$ cat src/rtl/cpu_types_pkg.sv
`default_nettype none
// ------------------------------------------------------------------------
// cpu_types_pkg: shared MIPS field widths, opcode/funct and fetch FSM types
// Rev 1.1
// ------------------------------------------------------------------------
package cpu_types_pkg;

    localparam int ADDR_W  = 26;
    localparam int IMM_W   = 16;
    localparam int SHAM_W  = 5;
    localparam int REG_W   = 5;
    localparam int PC_INCR = 4;

    typedef enum logic [5:0] {
        OP_RTYPE = 6'h00,
        OP_J     = 6'h02,
        OP_JAL   = 6'h03,
        OP_BEQ   = 6'h04,
        OP_BNE   = 6'h05,
        OP_ADDIU = 6'h09,
        OP_LW    = 6'h23,
        OP_SW    = 6'h2B,
        OP_HALT  = 6'h3F
    } opcode_t;

    typedef enum logic [5:0] {
        FN_SLL  = 6'h00,
        FN_JR   = 6'h08,
        FN_ADDU = 6'h21,
        FN_SUBU = 6'h23,
        FN_AND  = 6'h24,
        FN_OR   = 6'h25,
        FN_SLT  = 6'h2A
    } funct_t;

    typedef enum logic [1:0] {
        FETCH  = 2'd0,
        EXEC   = 2'd1,
        MEM    = 2'd2,
        HALTED = 2'd3
    } fseq_state_t;

endpackage
`default_nettype wire

$ cat src/rtl/next_pc_logic.sv
`default_nettype none
// ------------------------------------------------------------------------
// next_pc_logic: combinational PC+4 and JR/Jump/branch target selection
// Rev 1.0
// ------------------------------------------------------------------------
module next_pc_logic
    import cpu_types_pkg::*;
#(
    parameter int WORD_W = 32
) (
    input  logic [WORD_W-1:0] pc_i,
    input  logic [WORD_W-1:0] jr_target_i,
    input  logic [IMM_W-1:0]  imm16_i,
    input  logic [ADDR_W-1:0] jaddr_i,
    input  logic              beq_i,
    input  logic              bne_i,
    input  logic              jump_i,
    input  logic              jr_i,
    input  logic              zero_i,
    output logic [WORD_W-1:0] next_pc_o,
    output logic [WORD_W-1:0] pc_plus4_o
);

    logic [WORD_W-1:0] w_br_offset;
    logic [WORD_W-1:0] w_br_target;
    logic              w_br_taken;

    assign pc_plus4_o  = pc_i + WORD_W'(PC_INCR);
    assign w_br_offset = {{(WORD_W-IMM_W-2){imm16_i[IMM_W-1]}}, imm16_i, 2'b00};
    assign w_br_target = pc_plus4_o + w_br_offset;
    assign w_br_taken  = (beq_i & zero_i) | (bne_i & ~zero_i);

    // Register targets are realigned so the PC never leaves a word boundary.
    always_comb begin
        next_pc_o = pc_plus4_o;
        if (jr_i) begin
            next_pc_o = jr_target_i & {{(WORD_W-2){1'b1}}, 2'b00};
        end else if (jump_i) begin
            next_pc_o = {pc_plus4_o[WORD_W-1:WORD_W-4], jaddr_i, 2'b00};
        end else if (w_br_taken) begin
            next_pc_o = w_br_target;
        end
    end

endmodule
`default_nettype wire

$ cat src/rtl/fetch_sequencer.sv
`default_nettype none
// ------------------------------------------------------------------------
// fetch_sequencer: PC/IR owner, fetch-exec-mem sequencing and retire strobe
// Rev 1.0
// ------------------------------------------------------------------------
module fetch_sequencer
    import cpu_types_pkg::*;
#(
    parameter int                WORD_W   = 32,
    parameter logic [WORD_W-1:0] PC_RESET = '0
) (
    input  logic                CLK,
    input  logic                RST,
    input  logic                ihit,
    input  logic [WORD_W-1:0]   imemload,
    output logic                imemREN,
    output logic [WORD_W-1:0]   imemaddr,
    input  logic                dhit,
    input  logic                dread,
    input  logic                dwrite,
    output logic                dmemREN,
    output logic                dmemWEN,
    input  logic                BEQ,
    input  logic                BNE,
    input  logic                Jump,
    input  logic                JR,
    input  logic                halt,
    input  logic                zero,
    input  logic [WORD_W-1:0]   jr_target,
    output opcode_t             opcode,
    output funct_t              funct,
    output logic [SHAM_W-1:0]   shamt,
    output logic [IMM_W-1:0]    imm16,
    output logic [WORD_W-1:0]   pc,
    output logic [WORD_W-1:0]   pc_plus4,
    output logic                retire,
    output logic                halted,
    output logic [31:0]         instr_count
);

    fseq_state_t       state_q, state_d;
    logic [WORD_W-1:0] pc_q, pc_d;
    logic [WORD_W-1:0] ir_q, ir_d;
    logic [31:0]       count_q, count_d;
    logic [WORD_W-1:0] w_next_pc;
    logic              w_commit;

    next_pc_logic #(.WORD_W(WORD_W)) u_next_pc (
        .pc_i        (pc_q),
        .jr_target_i (jr_target),
        .imm16_i     (ir_q[15:0]),
        .jaddr_i     (ir_q[25:0]),
        .beq_i       (BEQ),
        .bne_i       (BNE),
        .jump_i      (Jump),
        .jr_i        (JR),
        .zero_i      (zero),
        .next_pc_o   (w_next_pc),
        .pc_plus4_o  (pc_plus4)
    );

    // halt outranks a memory op so a halting instruction never touches dmem.
    always_comb begin
        state_d  = state_q;
        w_commit = 1'b0;
        case (state_q)
            FETCH: begin
                if (ihit) state_d = EXEC;
            end
            EXEC: begin
                if (halt) begin
                    state_d = HALTED;
                end else if (dread | dwrite) begin
                    state_d = MEM;
                end else begin
                    w_commit = 1'b1;
                    state_d  = FETCH;
                end
            end
            MEM: begin
                if (dhit) begin
                    w_commit = 1'b1;
                    state_d  = FETCH;
                end
            end
            HALTED: state_d = HALTED;
            default: state_d = FETCH;
        endcase
    end

    assign ir_d    = ((state_q == FETCH) && ihit) ? imemload : ir_q;
    assign pc_d    = w_commit ? w_next_pc : pc_q;
    assign count_d = w_commit ? count_q + 32'd1 : count_q;

    always_ff @(posedge CLK) begin
        if (RST) begin
            state_q <= FETCH;
            pc_q    <= PC_RESET;
            ir_q    <= '0;
            count_q <= '0;
        end else begin
            state_q <= state_d;
            pc_q    <= pc_d;
            ir_q    <= ir_d;
            count_q <= count_d;
        end
    end

    assign imemREN     = (state_q == FETCH);
    assign imemaddr    = pc_q;
    assign dmemWEN     = (state_q == MEM) & dwrite;
    assign dmemREN     = (state_q == MEM) & dread & ~dwrite;
    assign retire      = w_commit & ~RST;
    assign halted      = (state_q == HALTED);
    assign pc          = pc_q;
    assign instr_count = count_q;

    assign opcode = opcode_t'(ir_q[31:26]);
    assign funct  = funct_t'(ir_q[5:0]);
    assign shamt  = ir_q[10:6];
    assign imm16  = ir_q[15:0];

endmodule
`default_nettype wire
$ cat config.mk
export PLATFORM = sky130hd
export DESIGN_NAME = fetch_sequencer
export DESIGN_NICKNAME = d
export VERILOG_FILES = /design/src/rtl/cpu_types_pkg.sv /design/src/rtl/next_pc_logic.sv /design/src/rtl/fetch_sequencer.sv
export SDC_FILE = /design/constraint.sdc
export NUM_CORES = 1
export LEC_CHECK = 0
export ABC_AREA = 1
export CAP_MARGIN = 40
export CORE_ASPECT_RATIO = 1.1
export CORE_MARGIN = 1.5
export CORE_UTILIZATION = 50
export DETAILED_ROUTE_END_ITERATION = 6
export GPL_ROUTABILITY_DRIVEN = 0
export GPL_TIMING_DRIVEN = 0
export PLACE_DENSITY = 0.83
export SYNTH_ARGS = -nofsm -noshare
export SYNTH_HDL_FRONTEND = slang
export SYNTH_SLANG_ARGS = --single-unit
$ cat constraint.sdc
create_clock -name CLK -period 4.2 [get_ports CLK]
set_input_delay 0.84 -clock CLK [delete_from_list [all_inputs] [get_ports CLK]]
set_output_delay 0.84 -clock CLK [all_outputs]
set_load 0.05 [all_outputs]
== Word level (Yosys, flattened, before mapping) ==
Cells that the tools add are included.

* Register bits after elaboration: 98
* Bits of input ports: 76
* Output and inout port bits: 166
* Logic and storage cells: 38

* Add/sub/neg operators: 3
* Eq/ne operators: 5
* Multiplexer cells: 12
* Bitwise logic cells: 11
* Reduce and logical (&&, ||, !) cells: 3

{| class="wikitable"
|+ Operators by type and width
! cell !! number
|-
| 32-bit two-way mux || 3
|-
| 32-bit by 1-bit adder with 32-bit output, second input constant || 1
|-
| 32-bit by 3-bit adder with 32-bit output, second input constant || 1
|-
| 32-bit adder || 1
|-
| 2-bit two-way mux || 4
|-
| 2-bit one-hot mux with 4 select lines || 1
|-
| 1-bit bitwise AND || 6
|-
| 2-bit == test, second input constant || 2
|-
| 2-bit inequality test, second input constant || 2
|-
| 1-bit two-way mux || 3
|-
| 1-bit NOT || 3
|-
| 2-bit by 1-bit == test with 1-bit output, second input constant || 1
|-
| 2-bit zero test || 1
|-
| 1-bit bitwise OR || 2
|-
| 1-bit one-hot mux with 2 select lines || 1
|-
| 2-bit AND reduction || 1
|-
| 1-bit logical AND || 1
|}

== Depth between registers and ports, before layout ==
Gate-level depths: netlist of the first run.

* Depth in word-level cells: 6
* Depth in mapped cells: 24
* Mapped depth without buffers: 24

== Cells and area by module ==
From an unflattened synthesis of the first run, not the netlist that was laid out.

* Cells, all modules: 1501
* Area, all modules: 8714.6 um2

{| class="wikitable"
|+ By module, submodules not included
! module !! instances !! cells each !! area each (um2) !! sequential area each (um2)
|-
| fetch_sequencer || 1 || 657 || 4662.0 || 1961.9
|-
| next_pc_logic || 1 || 844 || 4052.6 || 0.0
|}

== Least setup slack after synthesis of the first run ==
No wires, ideal clock.

* Kind: flip-flop to flip-flop
* Start point: register pc_q[2] (netlist: imemaddr[2])
* End point: register pc_q[17] (netlist: imemaddr[17])
* Setup time: 0.132 ns
* Data arrival time: 3.990 ns
* Data required time: 4.068 ns
* Slack: 0.078 ns
* Stages on the path, launching flop included: 19
* Path buffers: 0
* Clock period less this slack: 4.122 ns
* Cell sequence: dfxtp_1 > inv_1 > nor2_4 > nand3_2 > inv_2 > nand2_2 > xnor2_1 > ha_1 > nand2_1 > inv_1 > a21oi_1 > o21bai_1 > nor2_1 > or2_1 > nand3_1 > nand2_1 > nand2_1 > nand2_1 > a21oi_1

* Cells in the longest elaborated chain, start to end: 5

{| class="wikitable"
|+ RTL lines
! element !! line !! text
|-
| start: declaration || fetch_sequencer.sv:42 || <nowiki>logic [WORD_W-1:0] pc_q, pc_d;</nowiki>
|-
| start signal: assignment || fetch_sequencer.sv:103 || <nowiki>pc_q <= pc_d;</nowiki>
|-
| 32-bit by 3-bit adder with 32-bit output || next_pc_logic.sv:28 || <nowiki>assign pc_plus4_o = pc_i + WORD_W'(PC_INCR);</nowiki>
|-
| net pc_plus4[2] || fetch_sequencer.sv:35 || <nowiki>output logic [WORD_W-1:0] pc_plus4,</nowiki>
|-
| 32-bit adder || next_pc_logic.sv:30 || <nowiki>assign w_br_target = pc_plus4_o + w_br_offset;</nowiki>
|-
| 32-bit two-way mux || next_pc_logic.sv:40 || <nowiki>end else if (w_br_taken) begin</nowiki>
|-
| 32-bit two-way mux || next_pc_logic.sv:38 || <nowiki>end else if (jump_i) begin</nowiki>
|-
| 32-bit two-way mux || next_pc_logic.sv:36 || <nowiki>if (jr_i) begin</nowiki>
|}

The timed path passes the listed nets, and every way through them passes these cells.
A chain may end at the register's enable or synchronous reset.

== Final worst setup path of the first run ==
* Start point: input RST
* End point: output retire

* Cells in the longest elaborated chain, start to end: 2

{| class="wikitable"
|+ RTL lines
! element !! line !! text
|-
| start: declaration || fetch_sequencer.sv:13 || <nowiki>input logic RST,</nowiki>
|-
| 1-bit NOT || fetch_sequencer.sv:113 || <nowiki>assign retire = w_commit & ~RST;</nowiki>
|-
| 1-bit bitwise AND || fetch_sequencer.sv:113 ||
|-
| end: declaration || fetch_sequencer.sv:36 || <nowiki>output logic retire,</nowiki>
|}

Every way passes these cells.

==> results of run 1 <==
==> final cells by class <==
cell class	count	area [um^2]	area share [%]
Buffer	110	683	5.99
Clock buffer	11	253	2.21
Clock inverter	5	38.8	0.340
Inverter	158	593	5.20
Multi-Input combinational cell	1057	5320	46.6
Sequential cell	96	1920	16.8
Tap cell	204	255	2.24
Timing Repair Buffer	234	2350	20.6
==> registers in the layout, summed over array words and instances (netlist names) <==
register	cells
instr_count	32
ir_q	32
imemaddr	30
state_q	2
==> final timing paths <==
| kind | start | end | slack [ns] | depth (start not counted) |
|---|---|---|---|---|
| max | RST | retire | 0.29 | 5 |
| min | ir_q[19] | ir_q[19] | 0.45 | 2 |
| max reg2reg | imemaddr[2] | imemaddr[23] | 0.43 | 19 |
| min reg2reg | ir_q[19] | ir_q[19] | 0.45 | 2 |
==> layer usage <==
metal | GRT usage, % | vias up
met5 | 0 | -
met4 | 15.4 | 0
met3 | 5.34 | 101
met2 | 59.1 | 512
met1 | 41.7 | 4582
li1 | - | 4954
==> cells in the final DEF (no fill, tap or decap), drive strengths merged, types with 10 or more instances in the layout <==
| master | count |
|---|---|
| a21oi | 113 |
| buf | 77 |
| clkbuf | 45 |
| clkdlybuf4s50 | 233 |
| dfxtp | 96 |
| ha | 41 |
| inv | 156 |
| nand2 | 395 |
| nand3 | 74 |
| nand4 | 21 |
| nor2 | 215 |
| nor3 | 26 |
| o21ai | 83 |
| xnor2 | 10 |
| xor2 | 31 |
==> worst reg2reg max path, delay by kind of cell (launching register included) <==
family | cells | cell delay, ns
AO/OA/AOI/OAI | 3 | 0.62
adder cells (fa/ha/maj) | 2 | 0.65
buffers and inverters | 1 | 0.10
flip-flops | 1 | 0.49
AND/OR/NAND/NOR | 13 | 1.88
==> power breakdown <==
group          internal, W  switching, W  total [W]
combinational     0.000342      0.000562   0.000904
clock             0.000437      0.000370   0.000808
sequential        0.000955     0.0000642    0.00102
==> kinds of logic (layout without fill, tap and decap cells) <==
group,count (synthesis),after routing
and+or+nand+nor,752,752
buffers and inverters,268,518
AOI/OAI and AO/OA,216,216
DFF,96,96
adders and majority gates,42,42
xor gates and xnor gates,41,41
other,1,6
==> stage by stage <==
stage / utilization (%) / power, W / instances / setup WS (ns)
after CTS: 69.2 / 0.00272 / 1875 / 0.0846
after global placement: 67.3 / 0.00191 / 1858 / 0.0365
after floorplan: - / 0.00161 / 1421 / 0.0779
final: 69.2 / 0.00273 / 1875 / 0.287
after detailed placement: 67.4 / 0.00193 / 1859 / 0.0950
after global routing: 69.2 / 0.00284 / 1875 / 0.216
==> impl_table.tex, run 1 <==
\begin{tabular}{lr}
\hline
Metric & Value \\
\hline
\multicolumn{2}{l}{\textbf{Setup path}} \\
\quad Type of element capturing the critical path & primary output \\
\quad Crit path max fanout & 10 \\
\quad Crit path largest cell delay & 0.72 ns \\
\quad Required time at the endpoint of the critical path & 3.36 ns \\
\quad Type of the worst setup path & in -> out \\
\quad Arr. time, crit path & between 3 and 4 ns \\
\quad Cell class contributing the biggest share of worst-path delay & buffers and inverters \\
\quad Crit-path cells & clkdlybuf4s50\_1, clkbuf\_2, clkbuf\_1, nor2\_1, clkdlybuf4s50\_1 \\
\quad Crit path max-delay cell type & clkdlybuf4s50\_1 \\
\quad Critical path launch point type & input pin \\
\quad CP bufs+invs & 4 \\
\quad Worst path most repeated cell & clkdlybuf4s50\_1 \\
\multicolumn{2}{l}{\textbf{Floorplanning}} \\
\quad Number of I/O pins & approximately 240 \\
\quad Placeable core region & 16500 um\^{}2 \\
\quad Die area & 17800 um\^{}2 \\
\quad Overall die height & 140 um \\
\quad Number of rows in the core area & 49 \\
\quad Effective utilization at floorplan & 51.5\% \\
\quad Die X-Extent & 127 um \\
\multicolumn{2}{l}{\textbf{Clock network}} \\
\quad Post-CTS setup-driven buffer insertion count & 0 \\
\quad CTS sink cnt & 96 \\
\quad CTS Hold Buffers Added & 0 \\
\quad Clock buffer count from CTS & 9 \\
\quad \# H-tree levels & 3 \\
\quad Number of buffers on the longest clock path & 2 \\
\quad \# resized after CTS & 0 \\
\quad Root Driver & clkbuf\_16 \\
\quad Skew-Pair Late Insertion Delay & about 0.35 ns \\
\quad Clock input transition at the sequential cells of the worst setup and hold paths & roughly 0.070 ns \\
\quad TritonCTS clock tree & done \\
\multicolumn{2}{l}{\textbf{Logic synthesis}} \\
\quad Mapped cell area & 8500 um\^{}2 \\
\quad Yosys top cell by area & dfxtp\_1 \\
\quad Share of the synthesized area in compound gates (AO/OA/AOI/OAI) & 13.4\% \\
\quad Number of warnings printed during yosys synthesis & 0 \\
\quad Distinct cell type count of the synthesized netlist & 50 \\
\quad Share of cell area taken by muxes after synthesis & 0\% \\
\quad Synthesized area per cell & 6.00 um\^{}2 \\
\quad Simple logic cell fraction of the synthesized area & 38.4\% \\
\quad Cell types occupying the most area after synthesis & dfxtp\_1, nand2\_1, nor2\_1, a21oi\_1, inv\_1 \\
\quad Number of synthesized register bits & 96 \\
\quad Post-synthesis share of cell area spent on xor and xnor gates & under 10\% \\
\quad Number of cells produced by synthesis & 1416 \\
\quad Largest family of logic cells by synthesized area & simple AND/OR/NAND/NOR gates \\
\quad Flip-flop cell with the highest count after synthesis & dfxtp\_1 \\
\quad EDFF count, synth & 0 \\
\quad Synth top area share & 22.6\% \\
\quad List of most frequent post-synthesis cells & nand2\_1, nor2\_1, inv\_1 \\
\quad Count leader, synth & nand2\_1 \\
\quad Sequential share of the synthesized area & 22.6\% \\
\quad Post-synthesis share of cell area spent on full adders, half adders and majority gates & 6.27\% \\
\quad Share of synthesized flip-flops with an asynchronous set or reset & 0\% \\
\multicolumn{2}{l}{\textbf{STA}} \\
\quad Pin slew with the least headroom to its limit & 0.678 ns \\
\quad Max-slew violation count & 0 \\
\quad Max-slew headroom & 54.8\% \\
\quad Setup violators final & 0 \\
\quad Unrepaired setup endpoints after global routing & no \\
\quad Worst hold slack & 0.455 ns \\
\quad Fin. Hold Viols & 0 \\
\quad Crit path time final & approximately 4 ns \\
\quad Final worst-path cycle share & 93.2\% \\
\quad Max Freq & 256 MHz \\
\quad Worst clock skew & 0.00602 ns \\
\quad Setup tns final & 0 ns \\
\multicolumn{2}{l}{\textbf{Drt}} \\
\quad Highest metal layer used by the detailed router & met4 \\
\quad Starting DRC count in detailed routing & a little over 1000 \\
\quad Via total after detailed routing & 10100 \\
\quad Iteration count of the initial detailed-routing pass & 5 \\
\quad Number of remaining DRC errors & 0 \\
\quad WL met2 & 14800 um \\
\quad Wire length after detailed routing & slightly above 30000 um \\
\quad Average wire per standard cell & 16.5 um \\
\quad Remaining antenna violation count after routing & 0 \\
\quad Average via count per standard cell & $\sim$5.4 \\
\quad Metal-1 WL & 12100 um \\
\quad Wire length on met3 & approximately 2600 um \\
\multicolumn{2}{l}{\textbf{Status}} \\
\quad Result of the run & completed \\
\multicolumn{2}{l}{\textbf{Pwr}} \\
\quad Pwr dens & 239 nW/um\^{}2 \\
\quad Maximum vdd drop & 0.000192 V \\
\quad Pleak & 5.09 nW \\
\multicolumn{2}{l}{\textbf{Global routing}} \\
\quad Wire length of the first global-routing pass & $\sim$48000 um \\
\quad Initial antenna violation count & 0 \\
\quad Total global routing track utilization & 34.3\% \\
\quad Total global routing overflow & 0 \\
\quad Largest net degree at the start of global routing & 21 \\
\quad Via count of the first global-routing pass & 9282 \\
\multicolumn{2}{l}{\textbf{Hold path}} \\
\quad Tightest Hold Check Type & reg -> reg \\
\multicolumn{2}{l}{\textbf{Cells and area}} \\
\quad Antenna diode instance count & 0 \\
\quad Final cell area excluding filler cells & 11400 um\^{}2 \\
\quad Fill count & 1497 \\
\quad Share of cells above drive strength 1 & under 10\% \\
\quad Relative area change from synthesis to final layout & 34.3\% \\
\quad Final net count & 1784 \\
\multicolumn{2}{l}{\textbf{Placed design}} \\
\quad Dpl hpwl & 25100 um \\
\quad Standard cell area after detailed placement & 11100 um\^{}2 \\
\quad Number of port buffers & 233 \\
\multicolumn{2}{l}{\textbf{Job}} \\
\quad Max Cap Violations & 0 \\
\hline
\end{tabular}
Note: power is estimated with default switching activity, not from simulation.
==> inputs of run 2 (changes only) <==
Settings changed: CAP_MARGIN 40 to 20.
==> run 2 against run 1 <==
Compared with the run above: critical path depth did not move; flip-flop and latch count did not move; clock skew rose by 0.0014 ns; die area did not move; combinational power fell by 1%; first-iteration DRC count rose by 5.0%; global-route usage rose by 0.19 points; sequential power barely moved; non-clock buffer count fell by 1; register-to-register slack barely moved.
==> impl_table.tex, run 2 (synthesized netlist as in run 1, its figures left out) <==
\begin{tabular}{lr}
\hline
Metric & Value \\
\hline
\multicolumn{2}{l}{\textbf{Clock network}} \\
\quad CTS sink cnt & 96 (unchanged) \\
\quad Post-CTS setup-driven buffer insertion count & 0 (unchanged) \\
\quad Clock buffer count from CTS & 9 (unchanged) \\
\quad CTS Hold Buffers Added & 0 (unchanged) \\
\quad \# H-tree levels & 3 (unchanged) \\
\quad Number of buffers on the longest clock path & 2 (unchanged) \\
\quad Clock input transition at the sequential cells of the worst setup and hold paths & 0.07 ns (about the same) \\
\quad Skew-Pair Late Insertion Delay & 0.36 ns (was 0.35 ns) \\
\quad \# resized after CTS & 0 (unchanged) \\
\quad TritonCTS clock tree & done (unchanged) \\
\quad Root Driver & clkbuf\_16 (unchanged) \\
\multicolumn{2}{l}{\textbf{Drt}} \\
\quad Iteration count of the initial detailed-routing pass & 6 (was 5) \\
\quad Starting DRC count in detailed routing & 1072 (was 1021) \\
\quad Wire length on met3 & 2690 um (was 2640 um) \\
\quad Average wire per standard cell & 16.6 um (was 16.5 um) \\
\quad Remaining antenna violation count after routing & 0 (unchanged) \\
\quad Number of remaining DRC errors & 0 (unchanged) \\
\quad Wire length after detailed routing & 31100 um (was 30900 um) \\
\quad Average via count per standard cell & 5.43 (was 5.41) \\
\quad WL met2 & 14900 um (was 14800 um) \\
\quad Highest metal layer used by the detailed router & met4 (unchanged) \\
\quad Via total after detailed routing & 10200 (was 10100) \\
\quad Metal-1 WL & 12000 um (was 12100 um) \\
\multicolumn{2}{l}{\textbf{Global routing}} \\
\quad Initial antenna violation count & 0 (unchanged) \\
\quad Largest net degree at the start of global routing & 24 (was 21) \\
\quad Total global routing overflow & 0 (unchanged) \\
\quad Via count of the first global-routing pass & 9440 (was 9282) \\
\quad Total global routing track utilization & 34.4\% (was 34.3\%) \\
\quad Wire length of the first global-routing pass & 48000 um (was 47800 um) \\
\multicolumn{2}{l}{\textbf{Setup path}} \\
\quad Type of the worst setup path & in -> out (unchanged) \\
\quad Crit-path cells & clkdlybuf4s50\_1, clkbuf\_1, clkbuf\_1, nor2\_1, clkdlybuf4s50\_1 (was clkdlybuf4s50\_1, clkbuf\_2, clkbuf\_1, nor2\_1, clkdlybuf4s50\_1) \\
\quad Reg-to-reg slack, setup & 0.42 ns (was 0.43 ns) \\
\quad Critical path launch point type & input pin (unchanged) \\
\quad Crit path largest cell delay & 0.72 ns (about the same) \\
\quad Crit path max-delay cell type & clkdlybuf4s50\_1 (unchanged) \\
\quad Required time at the endpoint of the critical path & 3.36 ns (about the same) \\
\quad Cells on worst reg2reg path & 20 (was 19) \\
\quad Cell class contributing the biggest share of worst-path delay & buffers and inverters (unchanged) \\
\quad Arr. time, crit path & 3.25 ns (was 3.07 ns) \\
\quad CP bufs+invs & 4 (unchanged) \\
\quad Crit path max fanout & 10 (unchanged) \\
\quad Type of element capturing the critical path & primary output (unchanged) \\
\quad Crit path from & RST (unchanged) \\
\quad Worst r2r dst & imemaddr[23] (unchanged) \\
\quad R2r startpoint & imemaddr[2] (unchanged) \\
\multicolumn{2}{l}{\textbf{Floorplanning}} \\
\quad Number of I/O pins & 242 (unchanged) \\
\quad Number of rows in the core area & 49 (unchanged) \\
\quad Overall die height & 140 um (unchanged) \\
\quad Die X-Extent & 127 um (unchanged) \\
\quad Die area & 17800 um\^{}2 (unchanged) \\
\quad Effective utilization at floorplan & 51.5\% (unchanged) \\
\quad Placeable core region & 16500 um\^{}2 (unchanged) \\
\multicolumn{2}{l}{\textbf{Hold path}} \\
\quad Instance count along the most critical hold path & 2 (unchanged) \\
\quad Hold Startpoint & ir\_q[19] (unchanged) \\
\quad Tightest Hold Check Type & reg -> reg (unchanged) \\
\quad Endpoint of the worst hold path & ir\_q[19] (unchanged) \\
\multicolumn{2}{l}{\textbf{STA}} \\
\quad Setup tns final & 0 ns (unchanged) \\
\quad Worst hold slack & 0.459 ns (was 0.455 ns) \\
\quad Final worst-path cycle share & 97.3\% (was 93.2\%) \\
\quad Worst Slack Setup Final & 0.114 ns (was 0.287 ns) \\
\quad Setup violators final & 0 (unchanged) \\
\quad Max-slew violation count & 0 (unchanged) \\
\quad Pin slew with the least headroom to its limit & 1.05 ns (was 0.678 ns) \\
\quad Worst clock skew & 0.00743 ns (was 0.00602 ns) \\
\quad Unrepaired setup endpoints after global routing & no (unchanged) \\
\quad Max-slew headroom & 30.1\% (was 54.8\%) \\
\quad Max Freq & 245 MHz (was 256 MHz) \\
\quad Fin. Hold Viols & 0 (unchanged) \\
\quad Crit path time final & 4.09 ns (was 3.91 ns) \\
\multicolumn{2}{l}{\textbf{Cells and area}} \\
\quad Fill count & 1478 (was 1497) \\
\quad Commonest cells after routing, fill and taps aside & nand2\_1, clkdlybuf4s50\_1, nor2\_1, inv\_1, a21oi\_1 (unchanged) \\
\quad Share of cells above drive strength 1 & 8.38\% (was 8.50\%) \\
\quad Antenna diode instance count & 0 (unchanged) \\
\quad Relative area change from synthesis to final layout & 34.3\% (about the same) \\
\quad Final net count & 1783 (was 1784) \\
\quad Commonest non-fill, non-tap cell in the layout & nand2\_1 (unchanged) \\
\multicolumn{2}{l}{\textbf{Placed design}} \\
\quad Number of port buffers & 233 (unchanged) \\
\quad Dpl hpwl & 25100 um (about the same) \\
\quad Post-Place Worst Slack & 0.0926 ns (was 0.0950 ns) \\
\multicolumn{2}{l}{\textbf{Pwr}} \\
\quad Pleak & 5.09 nW (about the same) \\
\quad Pwr dens & 244 nW/um\^{}2 (was 239 nW/um\^{}2) \\
\quad Maximum vdd drop & 0.000198 V (was 0.000192 V) \\
\multicolumn{2}{l}{\textbf{Job}} \\
\quad Max Cap Violations & 0 (unchanged) \\
\multicolumn{2}{l}{\textbf{Status}} \\
\quad Result of the run & completed (unchanged) \\
\hline
\end{tabular}
## run 2: cell type report
class / count / area [um^2] / share of cell area, %
clock buffer: 9 / 225 / 1.97
timing repair buffer: 233 / 2330 / 20.4
clock inverter: 7 / 83.8 / 0.735
inverter: 158 / 593 / 5.20
multi-input combinational: 1057 / 5320 / 46.6
tap: 204 / 255 / 2.24
buffer: 110 / 682 / 5.98
sequential: 96 / 1920 / 16.8
## run 2: metrics by stage
| step | cell area, um^2 | util [%] | instances | power [W] |
|---|---|---|---|---|
| after floorplan | 8520 | - | 1421 | 0.00161 |
| after global placement | 11100 | 67.3 | 1858 | 0.00191 |
| after detailed placement | 11100 | 67.3 | 1858 | 0.00192 |
| after CTS | 11400 | 69.2 | 1874 | 0.00278 |
| after global routing | 11400 | 69.2 | 1874 | 0.00289 |
| final | 11400 | 69.2 | 1874 | 0.00279 |
## run 2: routing by layer
| layer | track usage (%) | up-vias |
|---|---|---|
| met5 | 0 | - |
| met1 | 40.8 | 4617 |
| met2 | 59.6 | 515 |
| li1 | - | 4937 |
| met4 | 17.5 | 0 |
| met3 | 5.77 | 101 |
## run 2: worst max path at each step
stage	end	slack, ns	depth (start not counted)
final	retire	0.11	5
after global routing	retire	0.02	5
after CTS	retire	0.09	5
after detailed placement	retire	0.09	5
after global placement	retire	0.04	5
after floorplan	imemaddr[17]	0.08	18
## run 2: worst min-delay path: cells and delay by family (launching register included)
family,cells,cell delay [ns]
flops,1,0.30
buf+inv,1,0.06
compound gates,1,0.05
## run 2: power by group
group	total (W)	switching (W)	internal, W
combinational	0.000894	0.000555	0.000339
sequential	0.00103	0.0000714	0.000955
clock	0.000865	0.000392	0.000474
==> inputs of run 3 (changes only) <==
Settings changed: CORE_ASPECT_RATIO 1.1 to default.
==> run 3 against run 2 <==
Compared with the run above: largest power group unchanged; final area increased by 0.18%; hold slack improved by 0.0045 ns; non-clock buffer count unchanged.
==> impl_table.tex, run 3 (synthesized netlist as in run 1, its figures left out) <==
\begin{tabular}{lr}
\hline
Metric & Value \\
\hline
\multicolumn{2}{l}{\textbf{Drt}} \\
\quad Wire length after detailed routing & 31200 um (was 31100 um) \\
\quad Number of remaining DRC errors & 0 (unchanged) \\
\quad Average via count per standard cell & 5.43 (about the same) \\
\quad Via total after detailed routing & 10300 (was 10200) \\
\quad Average wire per standard cell & 16.5 um (was 16.6 um) \\
\quad Iteration count of the initial detailed-routing pass & 5 (was 6) \\
\quad Remaining antenna violation count after routing & 0 (unchanged) \\
\quad Starting DRC count in detailed routing & 991 (was 1072) \\
\multicolumn{2}{l}{\textbf{Placed design}} \\
\quad Dpl hpwl & 24900 um (was 25100 um) \\
\quad Number of port buffers & 233 (unchanged) \\
\multicolumn{2}{l}{\textbf{Clock network}} \\
\quad TritonCTS clock tree & done (unchanged) \\
\quad Clock input transition at the sequential cells of the worst setup and hold paths & 0.07 ns (about the same) \\
\quad Number of buffers on the longest clock path & 2 (unchanged) \\
\quad Root Driver & clkbuf\_16 (unchanged) \\
\quad Skew-Pair Late Insertion Delay & 0.36 ns (about the same) \\
\quad Clock buffer count from CTS & 9 (unchanged) \\
\quad Post-CTS setup-driven buffer insertion count & 0 (unchanged) \\
\quad \# H-tree levels & 3 (unchanged) \\
\quad CTS sink cnt & 96 (unchanged) \\
\multicolumn{2}{l}{\textbf{Cells and area}} \\
\quad Share of cells above drive strength 1 & 8.38\% (unchanged) \\
\quad Commonest cells after routing, fill and taps aside & nand2\_1, clkdlybuf4s50\_1, nor2\_1, inv\_1, a21oi\_1 (unchanged) \\
\quad Antenna diode instance count & 0 (unchanged) \\
\quad Commonest non-fill, non-tap cell in the layout & nand2\_1 (unchanged) \\
\quad Relative area change from synthesis to final layout & 34.5\% (was 34.3\%) \\
\quad Final net count & 1783 (unchanged) \\
\multicolumn{2}{l}{\textbf{Setup path}} \\
\quad Cells on worst reg2reg path & 18 (was 20) \\
\quad Crit path largest cell delay & 0.71 ns (was 0.72 ns) \\
\quad R2r startpoint & imemaddr[3] (was imemaddr[2]) \\
\quad Type of the worst setup path & in -> out (unchanged) \\
\quad Arr. time, crit path & 3.15 ns (was 3.25 ns) \\
\quad Reg-to-reg slack, setup & 0.28 ns (was 0.42 ns) \\
\quad CP bufs+invs & 4 (unchanged) \\
\quad Required time at the endpoint of the critical path & 3.36 ns (about the same) \\
\quad Crit path max fanout & 10 (unchanged) \\
\quad Crit-path cells & clkdlybuf4s50\_1, clkbuf\_1, clkbuf\_2, nor2\_1, clkdlybuf4s50\_1 (was clkdlybuf4s50\_1, clkbuf\_1, clkbuf\_1, nor2\_1, clkdlybuf4s50\_1) \\
\quad Type of element capturing the critical path & primary output (unchanged) \\
\quad Critical path launch point type & input pin (unchanged) \\
\quad Worst r2r dst & imemaddr[23] (unchanged) \\
\quad Worst path most repeated cell & clkdlybuf4s50\_1 \\
\quad Crit path max-delay cell type & clkdlybuf4s50\_1 (unchanged) \\
\quad Cell class contributing the biggest share of worst-path delay & buffers and inverters (unchanged) \\
\multicolumn{2}{l}{\textbf{Pwr}} \\
\quad Pwr dens & 244 nW/um\^{}2 (about the same) \\
\quad Pleak & 5.08 nW (was 5.09 nW) \\
\quad Maximum vdd drop & 0.000180 V (was 0.000198 V) \\
\multicolumn{2}{l}{\textbf{STA}} \\
\quad Final worst-path cycle share & 95.0\% (was 97.3\%) \\
\quad Unrepaired setup endpoints after global routing & no (unchanged) \\
\quad Worst hold slack & 0.463 ns (was 0.459 ns) \\
\quad Setup violators final & 0 (unchanged) \\
\quad Pin slew with the least headroom to its limit & 1.07 ns (was 1.05 ns) \\
\quad Crit path time final & 3.99 ns (was 4.09 ns) \\
\quad Fin. Hold Viols & 0 (unchanged) \\
\quad Worst clock skew & 0.00895 ns (was 0.00743 ns) \\
\quad Max-slew violation count & 0 (unchanged) \\
\quad Max Freq & 251 MHz (was 245 MHz) \\
\quad Max-slew headroom & 28.6\% (was 30.1\%) \\
\quad Setup tns final & 0 ns (unchanged) \\
\multicolumn{2}{l}{\textbf{Floorplanning}} \\
\quad Die area & 17800 um\^{}2 (about the same) \\
\quad Overall die height & 133 um (was 140 um) \\
\quad Placeable core region & 16600 um\^{}2 (was 16500 um\^{}2) \\
\quad Number of I/O pins & 242 (unchanged) \\
\quad Number of rows in the core area & 47 (was 49) \\
\quad Effective utilization at floorplan & 51.2\% (was 51.5\%) \\
\quad Die X-Extent & 133 um (was 127 um) \\
\multicolumn{2}{l}{\textbf{Global routing}} \\
\quad Wire length of the first global-routing pass & 48300 um (was 48000 um) \\
\quad Initial antenna violation count & 0 (unchanged) \\
\quad Via count of the first global-routing pass & 9393 (was 9440) \\
\quad Total global routing track utilization & 34.5\% (was 34.4\%) \\
\quad Largest net degree at the start of global routing & 24 (unchanged) \\
\quad Total global routing overflow & 0 (unchanged) \\
\multicolumn{2}{l}{\textbf{Job}} \\
\quad Max Cap Violations & 0 (unchanged) \\
\multicolumn{2}{l}{\textbf{Hold path}} \\
\quad Tightest Hold Check Type & reg -> reg (unchanged) \\
\quad Endpoint of the worst hold path & ir\_q[19] (unchanged) \\
\quad Instance count along the most critical hold path & 2 (unchanged) \\
\quad Hold Startpoint & ir\_q[19] (unchanged) \\
\multicolumn{2}{l}{\textbf{Status}} \\
\quad Result of the run & completed (unchanged) \\
\hline
\end{tabular}
## run 3: changes by cell type in the layout (fill, tap and decap cells not counted)
cell | before | now
clkinv_8 | 0 | 1
clkinvlp_4 | 1 | 2
clkbuf_2 | 0 | 1
inv_6 | 3 | 1
inv_8 | 1 | 0
## run 3: area by class of cell
| cell class | instances | area [um^2] |
|---|---|---|
| Inverter | 158 | 593 |
| Clock buffer | 10 | 229 |
| Fill cell | 1510 | 5150 |
| Clock inverter | 6 | 78.8 |
| Timing Repair Buffer | 233 | 2330 |
| Multi-Input combinational cell | 1057 | 5320 |
| Tap cell | 220 | 275 |
| Buffer | 110 | 683 |
| Sequential cell | 96 | 1920 |
## run 3: worst max-delay path by stage
stage | startpoint | endpoint | slack (ns) | cells after the start
final | RST | retire | 0.21 | 5
after global routing | imemaddr[3] | imemaddr[23] | 0.02 | 19
after CTS | RST | retire | 0.04 | 5
after detailed placement | RST | retire | 0.04 | 5
after global placement | RST | retire | 0.05 | 5
after floorplan | imemaddr[2] | imemaddr[17] | 0.08 | 18
## run 3: routing by layer
layer / vias up / GRT usage [%] / part of all wire, %
li1: 4940 / - / -
met1: 4673 / 42.6 / 39
met3: 110 / 6.81 / 9.7
met4: 0 / 18.7 / 4.8
met2: 545 / 56.7 / 46
met5: - / 0 / 0
## run 3: power by group
part	internal (W)	switching (W)	total, W
Sequential	0.000955	0.0000735	0.00103
Combinational	0.000338	0.000559	0.000898
Clock	0.000470	0.000389	0.000859
Total	0.00176	0.00102	0.00279
## run 3: metrics by stage
step	power, W	instances	utilization [%]	cell area (um^2)	setup slack [ns]
2_1_floorplan	0.00161	1421	-	8520	0.0779
3_3_place_gp	0.00191	1874	67.1	11100	0.0531
3_5_place_dp	0.00193	1874	67.1	11100	0.0420
4_1_cts	0.00277	1890	68.9	11400	0.0416
5_1_grt	0.00288	1890	68.9	11400	0.0192
6_report	0.00279	1890	68.9	11400	0.211
## run 3: worst register-to-register path: cells and delay by family, from the launching register on
family          cells  cell delay [ns]
compound gates      3             0.56
simple gates       12             1.99
fa+ha+maj           2             0.65
buf+inv             1             0.10
flops               1             0.48
## run 3: what timing repair did
action,4_1_cts,5_1_grt
resized for setup,0,2
endpoints found under the hold margin,0,0
hold buffers,0,0
setup endpoints to repair,0,1
